File: src/rtl/axis_rr_arbiter.sv
// Round-robin arbiter sharing one AXI-Stream injection port between NUM_SRC sources.
// Define AXIS_ARB_PKT_LOCK_EN to hold the grant for whole packets (release on tlast).
module axis_rr_arbiter #(
  parameter  int DATA_WIDTH = 64,
  parameter  int NUM_SRC    = 4,
  localparam int IDX_W      = $clog2(NUM_SRC)
) (
  input  logic                          clk,
  input  logic                          rst,
  input  logic [NUM_SRC*DATA_WIDTH-1:0] s_axis_tdata,
  input  logic [NUM_SRC-1:0]            s_axis_tvalid,
  input  logic [NUM_SRC-1:0]            s_axis_tlast,
  output logic [NUM_SRC-1:0]            s_axis_tready,
  output logic [DATA_WIDTH-1:0]         m_axis_tdata,
  output logic                          m_axis_tvalid,
  output logic                          m_axis_tlast,
  input  logic                          m_axis_tready,
  output logic                          grant_valid,
  output logic [IDX_W-1:0]              grant_id
);

  typedef enum logic {IDLE, BUSY} state_t;

  state_t             state_q, state_d;
  logic [IDX_W-1:0]   grantId_q, grantId_d;
  logic [IDX_W-1:0]   lastId_q, lastId_d;

  logic [NUM_SRC-1:0] reqMask;
  logic [IDX_W-1:0]   scanBase;
  logic [IDX_W-1:0]   cand;
  logic               pickValid;
  logic [IDX_W-1:0]   pickId;
  logic               selValid;
  logic               beatXfer;
  logic               releaseBeat;

  assign grant_valid   = rst & (state_q == BUSY);
  assign grant_id      = grantId_q;
  assign m_axis_tvalid = grant_valid & selValid;
  assign beatXfer      = m_axis_tvalid & m_axis_tready;

`ifdef AXIS_ARB_PKT_LOCK_EN
  assign releaseBeat = beatXfer & m_axis_tlast;
`else
  assign releaseBeat = beatXfer;
`endif

  always_comb begin
    m_axis_tdata  = '0;
    m_axis_tlast  = 1'b0;
    selValid      = 1'b0;
    s_axis_tready = '0;
    for (int i = 0; i < NUM_SRC; i++) begin
      if (grantId_q == IDX_W'(i)) begin
        m_axis_tdata     = s_axis_tdata[i*DATA_WIDTH +: DATA_WIDTH];
        m_axis_tlast     = s_axis_tlast[i];
        selValid         = s_axis_tvalid[i];
        s_axis_tready[i] = grant_valid & m_axis_tready;
      end
    end
  end

  // The owner still shows tvalid on its releasing beat; it only counts as a
  // requester again when that beat is not the end of its packet.
  always_comb begin
    reqMask = s_axis_tvalid;
    if (state_q == BUSY) begin
      reqMask[grantId_q] = s_axis_tvalid[grantId_q] & ~s_axis_tlast[grantId_q];
    end
  end

  assign scanBase = (state_q == BUSY) ? grantId_q : lastId_q;

  always_comb begin
    pickValid = 1'b0;
    pickId    = '0;
    cand      = '0;
    for (int k = 1; k <= NUM_SRC; k++) begin
      cand = IDX_W'((int'(scanBase) + k) % NUM_SRC);
      if (!pickValid && reqMask[cand]) begin
        pickValid = 1'b1;
        pickId    = cand;
      end
    end
  end

  always_comb begin
    state_d   = state_q;
    grantId_d = grantId_q;
    lastId_d  = lastId_q;
    case (state_q)
      IDLE: begin
        if (pickValid) begin
          state_d   = BUSY;
          grantId_d = pickId;
        end
      end
      BUSY: begin
        if (releaseBeat) begin
          lastId_d = grantId_q;
          if (pickValid) begin
            grantId_d = pickId;
          end else begin
            state_d = IDLE;
          end
        end
      end
    endcase
  end

  // lastId resets to the highest index so source 0 wins the first arbitration.
  always_ff @(posedge clk) begin
    if (!rst) begin
      state_q   <= IDLE;
      grantId_q <= '0;
      lastId_q  <= IDX_W'(NUM_SRC - 1);
    end else begin
      state_q   <= state_d;
      grantId_q <= grantId_d;
      lastId_q  <= lastId_d;
    end
  end

endmodule
File: config.mk
export PLATFORM = sky130hd
export DESIGN_NAME = axis_rr_arbiter
export DESIGN_NICKNAME = d
export VERILOG_FILES = /design/src/rtl/axis_rr_arbiter.sv
export SDC_FILE = /design/constraint.sdc
export NUM_CORES = 1
export LEC_CHECK = 0
export ABC_CLOCK_PERIOD_IN_PS = 2000
export CORE_AREA = 5 5 129 131
export CTS_CLUSTER_DIAMETER = 150
export DETAILED_ROUTE_END_ITERATION = 7
export DIE_AREA = 0 0 134 136
export PLACE_DENSITY = 0.56
export SLEW_MARGIN = 10
export SYNTH_ARGS = -nofsm -noshare
export SYNTH_HDL_FRONTEND = slang
export SYNTH_SLANG_ARGS = --single-unit
File: constraint.sdc
create_clock -name clk -period 2 [get_ports clk]
set_clock_uncertainty 0.2 [all_clocks]
set_input_delay 0.3 -clock clk [delete_from_list [all_inputs] [get_ports clk]]
set_output_delay 0.3 -clock clk [all_outputs]
set_load 0.01 [all_outputs]
Word level (Yosys, flattened, before mapping)
Index checks and enable logic that the tools add are counted.
{"block": "word_totals", "wordCells": 80, "input_bits": 267, "register_bits": 5, "output_inout_bits": 73}
{"block": "op_classes", "eq_ne": 4, "reduce_logical": 9, "n_addsub": 4, "magnitude_cmp": 6, "bitwise": 7, "mux": 47}
{"op": "64-bit 2-to-1 mux", "count": 4}
{"op": "1-bit 2-to-1 mux", "count": 25}
{"op": "2-bit by 3-bit < comparator with 1-bit output (second input constant)", "count": 5}
{"op": "2-bit 2-to-1 mux", "count": 7}
{"op": "1-bit binary-select mux with 2-bit select", "count": 6}
{"op": "1-bit bitwise AND", "count": 5}
{"op": "2-bit by 1-bit adder with 2-bit output (second input constant)", "count": 2}
{"op": "2-bit adder (second input constant)", "count": 2}
{"op": "4-bit bitwise mux", "count": 1}
{"op": "2-bit equality test (second input constant)", "count": 2}
{"op": "1-bit logical AND", "count": 4}
{"op": "4-bit 2-to-1 mux", "count": 1}
{"op": "2-bit case mux with 2 select lines", "count": 1}
{"op": "1-bit logical NOT", "count": 3}
{"op": "1-bit demux with 2-bit select", "count": 1}
{"op": "2-bit by 1-bit equality test with 1-bit output (second input constant)", "count": 1}
{"op": "2-bit by 1-bit >= comparator with 1-bit output (second input constant)", "count": 1}
{"op": "2-bit logical NOT", "count": 1}
{"op": "2-bit by 1-bit != test with 1-bit output (second input constant)", "count": 1}
{"op": "1-bit NOT", "count": 2}
{"op": "1-bit case mux with 2 select lines", "count": 1}
{"op": "2-bit AND reduction", "count": 1}

Longest topological paths before layout
Gate-level depths: netlist (run 1).
{"block": "logic_depth", "word_depth": 21, "ltp_mapped": 6}

Least setup slack after synthesis (run 1)
No wires, ideal clock.
{"block": "synth_path", "path_kind": "register -> output", "start": "register grantId_q[0] (netlist: grant_id[0])", "end": "output port m_axis_tdata[57]", "stages_incl_launch_ff": 4, "arrival_time_ns": 1.463, "path_buffers": 2, "path_slack_ns": 0.037, "path_cell_list": "dfxtp_1 buf_4 buf_2 mux4_2"}
{"block": "synth_between", "elab_chain_cells": 5, "word_cells_on_any_way": 8, "cone_classes": "eq/ne: 3; mux: 4; reduce/logical: 1"}
{"element": "start, declared", "line_no": "25", "source": "logic [IDX_W-1:0] grantId_q, grantId_d;"}
{"element": "start signal, assigned", "line_no": "119", "source": "grantId_q <= grantId_d;"}
{"element": "2-bit logical NOT", "line_no": "54", "source": "if (grantId_q == IDX_W'(i)) begin"}
{"element": "64-bit 2-to-1 mux (3 in series)", "line_no": "54"}
{"element": "64-bit 2-to-1 mux *", "line_no": "54"}
{"element": "end, declared", "line_no": "14", "source": "output logic [DATA_WIDTH-1:0] m_axis_tdata,"}
Mark *: on every way between the ends. The rest lies on a longest branch, timed or not.

Final worst setup path (run 1)
{"block": "layout_path", "start": "register grantId_q[0] (netlist: grant_id[0])", "end": "output port m_axis_tdata[17]"}
Same word-level chain as after synthesis.

==> impl_metrics.env, run 1 <==
export IMPL_status="finished with violations"
export IMPL_violations="setup timing"
export IMPL_synth_seq_cells=5
export IMPL_syn_to_final_growth_pct=213.5
export IMPL_period_minus_slack_ns=2.163
export IMPL_critical_path_class="flip-flop to output port"
export IMPL_slew_headroom=0.7873
export IMPL_whs_ns=0.3631
export IMPL_critPathArrivalTime_ns=1.66
export IMPL_numCtsBuffers=3
export IMPL_synth_cell_types=35
export IMPL_insertion_delay_ns=0.23
export IMPL_fmax_mhz=462.4
export IMPL_clk_pin_slew_worst_paths_ns=0.03
export IMPL_clockBufferDepth=2
export IMPL_die_w_um=134
export IMPL_postLayoutCoreUtil=0.4134
export IMPL_cts_hold_buf=0
export IMPL_hold_viol=0
export IMPL_synth_async_reset_ratio=0
export IMPL_worst_setup_path_start_kind="flip-flop"
export IMPL_avgSynthCellArea_sq_um=14.28
export IMPL_setup_viol_count_final=63
export IMPL_start_util=0.1319
export IMPL_ys_warnings_count=0
export IMPL_cts_htree_levels=1
export IMPL_max_cap_viol_count=0
export IMPL_rsz0062_at_grt="yes"
export IMPL_hold_path_class="flip-flop to flip-flop"
export IMPL_setup_ws_ns=-0.1626
export IMPL_fillerInstances=1455
export IMPL_row_count=46
export IMPL_yosysSeqAreaShare=0.04902
export IMPL_crit_path_end_kind="output port"
export IMPL_ant_nets=0
export IMPL_core_area_sq_um=15480
export IMPL_place_congestion=0.8576
export IMPL_cts_root_buffer="clkbuf_16"
export IMPL_synth_nets=410
export IMPL_grt_max_degree=41
export IMPL_pre_cts_ws_ns=-0.3837
export IMPL_grt_pass1_vias=3606
export IMPL_cts_num_sinks=5
export IMPL_drv_slew=0
export IMPL_grt_antenna_before_repair=0
export IMPL_finalPower_w=0.002507
export IMPL_vias_per_cell=4.381
export IMPL_fp_dieArea_sq_um=18220
export IMPL_tightest_slew_ns=0.3180
export IMPL_dr_pass1_iters=4
export IMPL_ir_drop_mv=0.2332
export IMPL_multiInputGateArea_sq_um=1863
export IMPL_hpwlAfterDp_um=12420
export IMPL_drc=0
export IMPL_power_leakage_nw=2.474
export IMPL_die_height_um=136
export IMPL_vias=3137
export IMPL_io_pins=340
export IMPL_post_route_period_util=1.081
export IMPL_cts_tree="yes"
export IMPL_required_ns=1.50
export IMPL_grt_pass1_wl_um=20730
export IMPL_grtUsageTotal=0.1460
export IMPL_synthFlopType="dfxtp_1"
export IMPL_drt_initial_drc_count=74
export IMPL_synth_cell_area_sq_um=2042
export IMPL_syn_inst=143
export IMPL_n_antenna_cell=0
export IMPL_nNetsFinal=792
export IMPL_wire_per_inst_um=20.30
export IMPL_wl_um=14530
export IMPL_cp_max_fo=7
export IMPL_globalRoute_totalOverflow=0
export IMPL_power_density_nw_per_um2=391.6
export IMPL_drive_gt1_frac=0.3950
export IMPL_port_buffers=339
export IMPL_seq_area_sq_um=107.6
export IMPL_synth_edff_count=0
==> timing repair <==
item                       in CTS  in global routing
resized for setup             323                 58
setup endpoints to repair      73                 72
gates cloned                    3                  0
pin swaps                       5                  5
setup buffers                  20                  8
==> through the flow <==
stage / setup TNS, ns / instances / cell area, sq um
after floorplan: 0 / 143 / 2042
final: -5.109 / 716 / 6401
after detailed placement: -18.10 / 684 / 5836
after global routing: -8.222 / 716 / 6401
after global placement: -16.91 / 684 / 5836
after CTS: -6.544 / 711 / 6155
==> flip-flops by register name, indices dropped and copies added, names as in the netlist <==
name / count
grant_id: 2
lastId_q: 2
state_q: 1
==> report_power, final <==
part           switching, W  leakage [nW]  internal, W
Sequential        0.0000130        0.0426     0.000109
Combinational      0.000655          2.39      0.00140
Clock             0.0000690        0.0382     0.000265
==> cell usage after synthesis, types with 2 or more instances <==
library cell  count  area (sq um)
buf_1             5         18.77
mux4_2           66          1486
dfxtp_1           5         100.1
nand2_1          11         41.29
nor2b_1           2         12.51
o21ai_0           3         15.01
mux2i_1           4         40.04
and2_2            2         15.01
o2111ai_1         2         17.52
a21oi_1           2         10.01
inv_1             3         11.26
buf_4             6         45.04
buf_2             5         25.02
nor2_1            6         22.52
==> layout make-up <==
class,instances,share of cell area
Inverter,3,0.001759
Tap cell,192,0.03753
Clock buffer,4,0.01231
Sequential cell,5,0.01681
Multi-Input combinational cell,118,0.2910
Timing Repair Buffer,394,0.6405
==> path summary, 6_finish.rpt <==
kind	startpoint	to	slack [ns]	cells after the start
worst max-delay path	grant_id[0]	m_axis_tdata[17]	-0.16	5
worst min-delay path	lastId_q[1]	lastId_q[1]	0.36	2
worst max register to register	grant_id[0]	grant_id[0]	-0.09	10
worst min register to register	lastId_q[1]	lastId_q[1]	0.36	2
==> routing by layer <==
layer | vias to the layer above | GRT usage | routed length (um)
li1 | 1418 | - | -
met1 | 1493 | 0.1572 | 5031
met2 | 217 | 0.2835 | 7876
met3 | 9 | 0.04996 | 1519
met4 | 0 | 0.01657 | 106
met5 | - | 0 | 0
==> critical path, cell delays in order, from the launching register on <==
cell and delay, ns:
dfxtp_4 0.38, buf_8 0.15, buf_12 0.14, buf_12 0.12, mux4_2 0.51, buf_6 0.14
==> cell families (layout without fill, tap and decap cells) <==
kind of cell,after synthesis,count (layout),share of synthesized area
mux,70,70,0.7476
simple gates,32,32,0.08947
buf+inv,20,401,0.05453
compound gates,16,16,0.05944
flops,5,5,0.04902
==> layout by cell type, fill, tap and decap left out, types with 2 or more instances in the layout <==
master / count
mux4_2: 66
buf_6: 67
mux2i_1: 4
a21oi_1: 2
buf_4: 22
nor2_1: 6
clkdlybuf4s50_1: 262
dlymetal6s2s_1: 5
nand2_4: 2
dlygate4sd2_1: 4
nor2b_1: 2
inv_1: 3
o21ai_0: 3
buf_8: 2
buf_2: 15
nand2_1: 11
dfxtp_1: 3
dfxtp_4: 2
buf_12: 12
buf_16: 4
o2111ai_1: 2
clkbuf_16: 3
(Power assumes the default switching activity.)
==> run 2, diff against run 1 <==
- ABC_CLOCK_PERIOD_IN_PS: 2000 -> unset
==> results of run 2 <==
Final layout, timing and power as in run 1 (identical DEF).
==> run 3, diff against run 2 <==
- HOLD_SLACK_MARGIN: unset -> 0.02
- SLEW_MARGIN: 10 -> 20
==> results of run 3 <==
Final layout, timing and power as in run 1 (identical DEF).
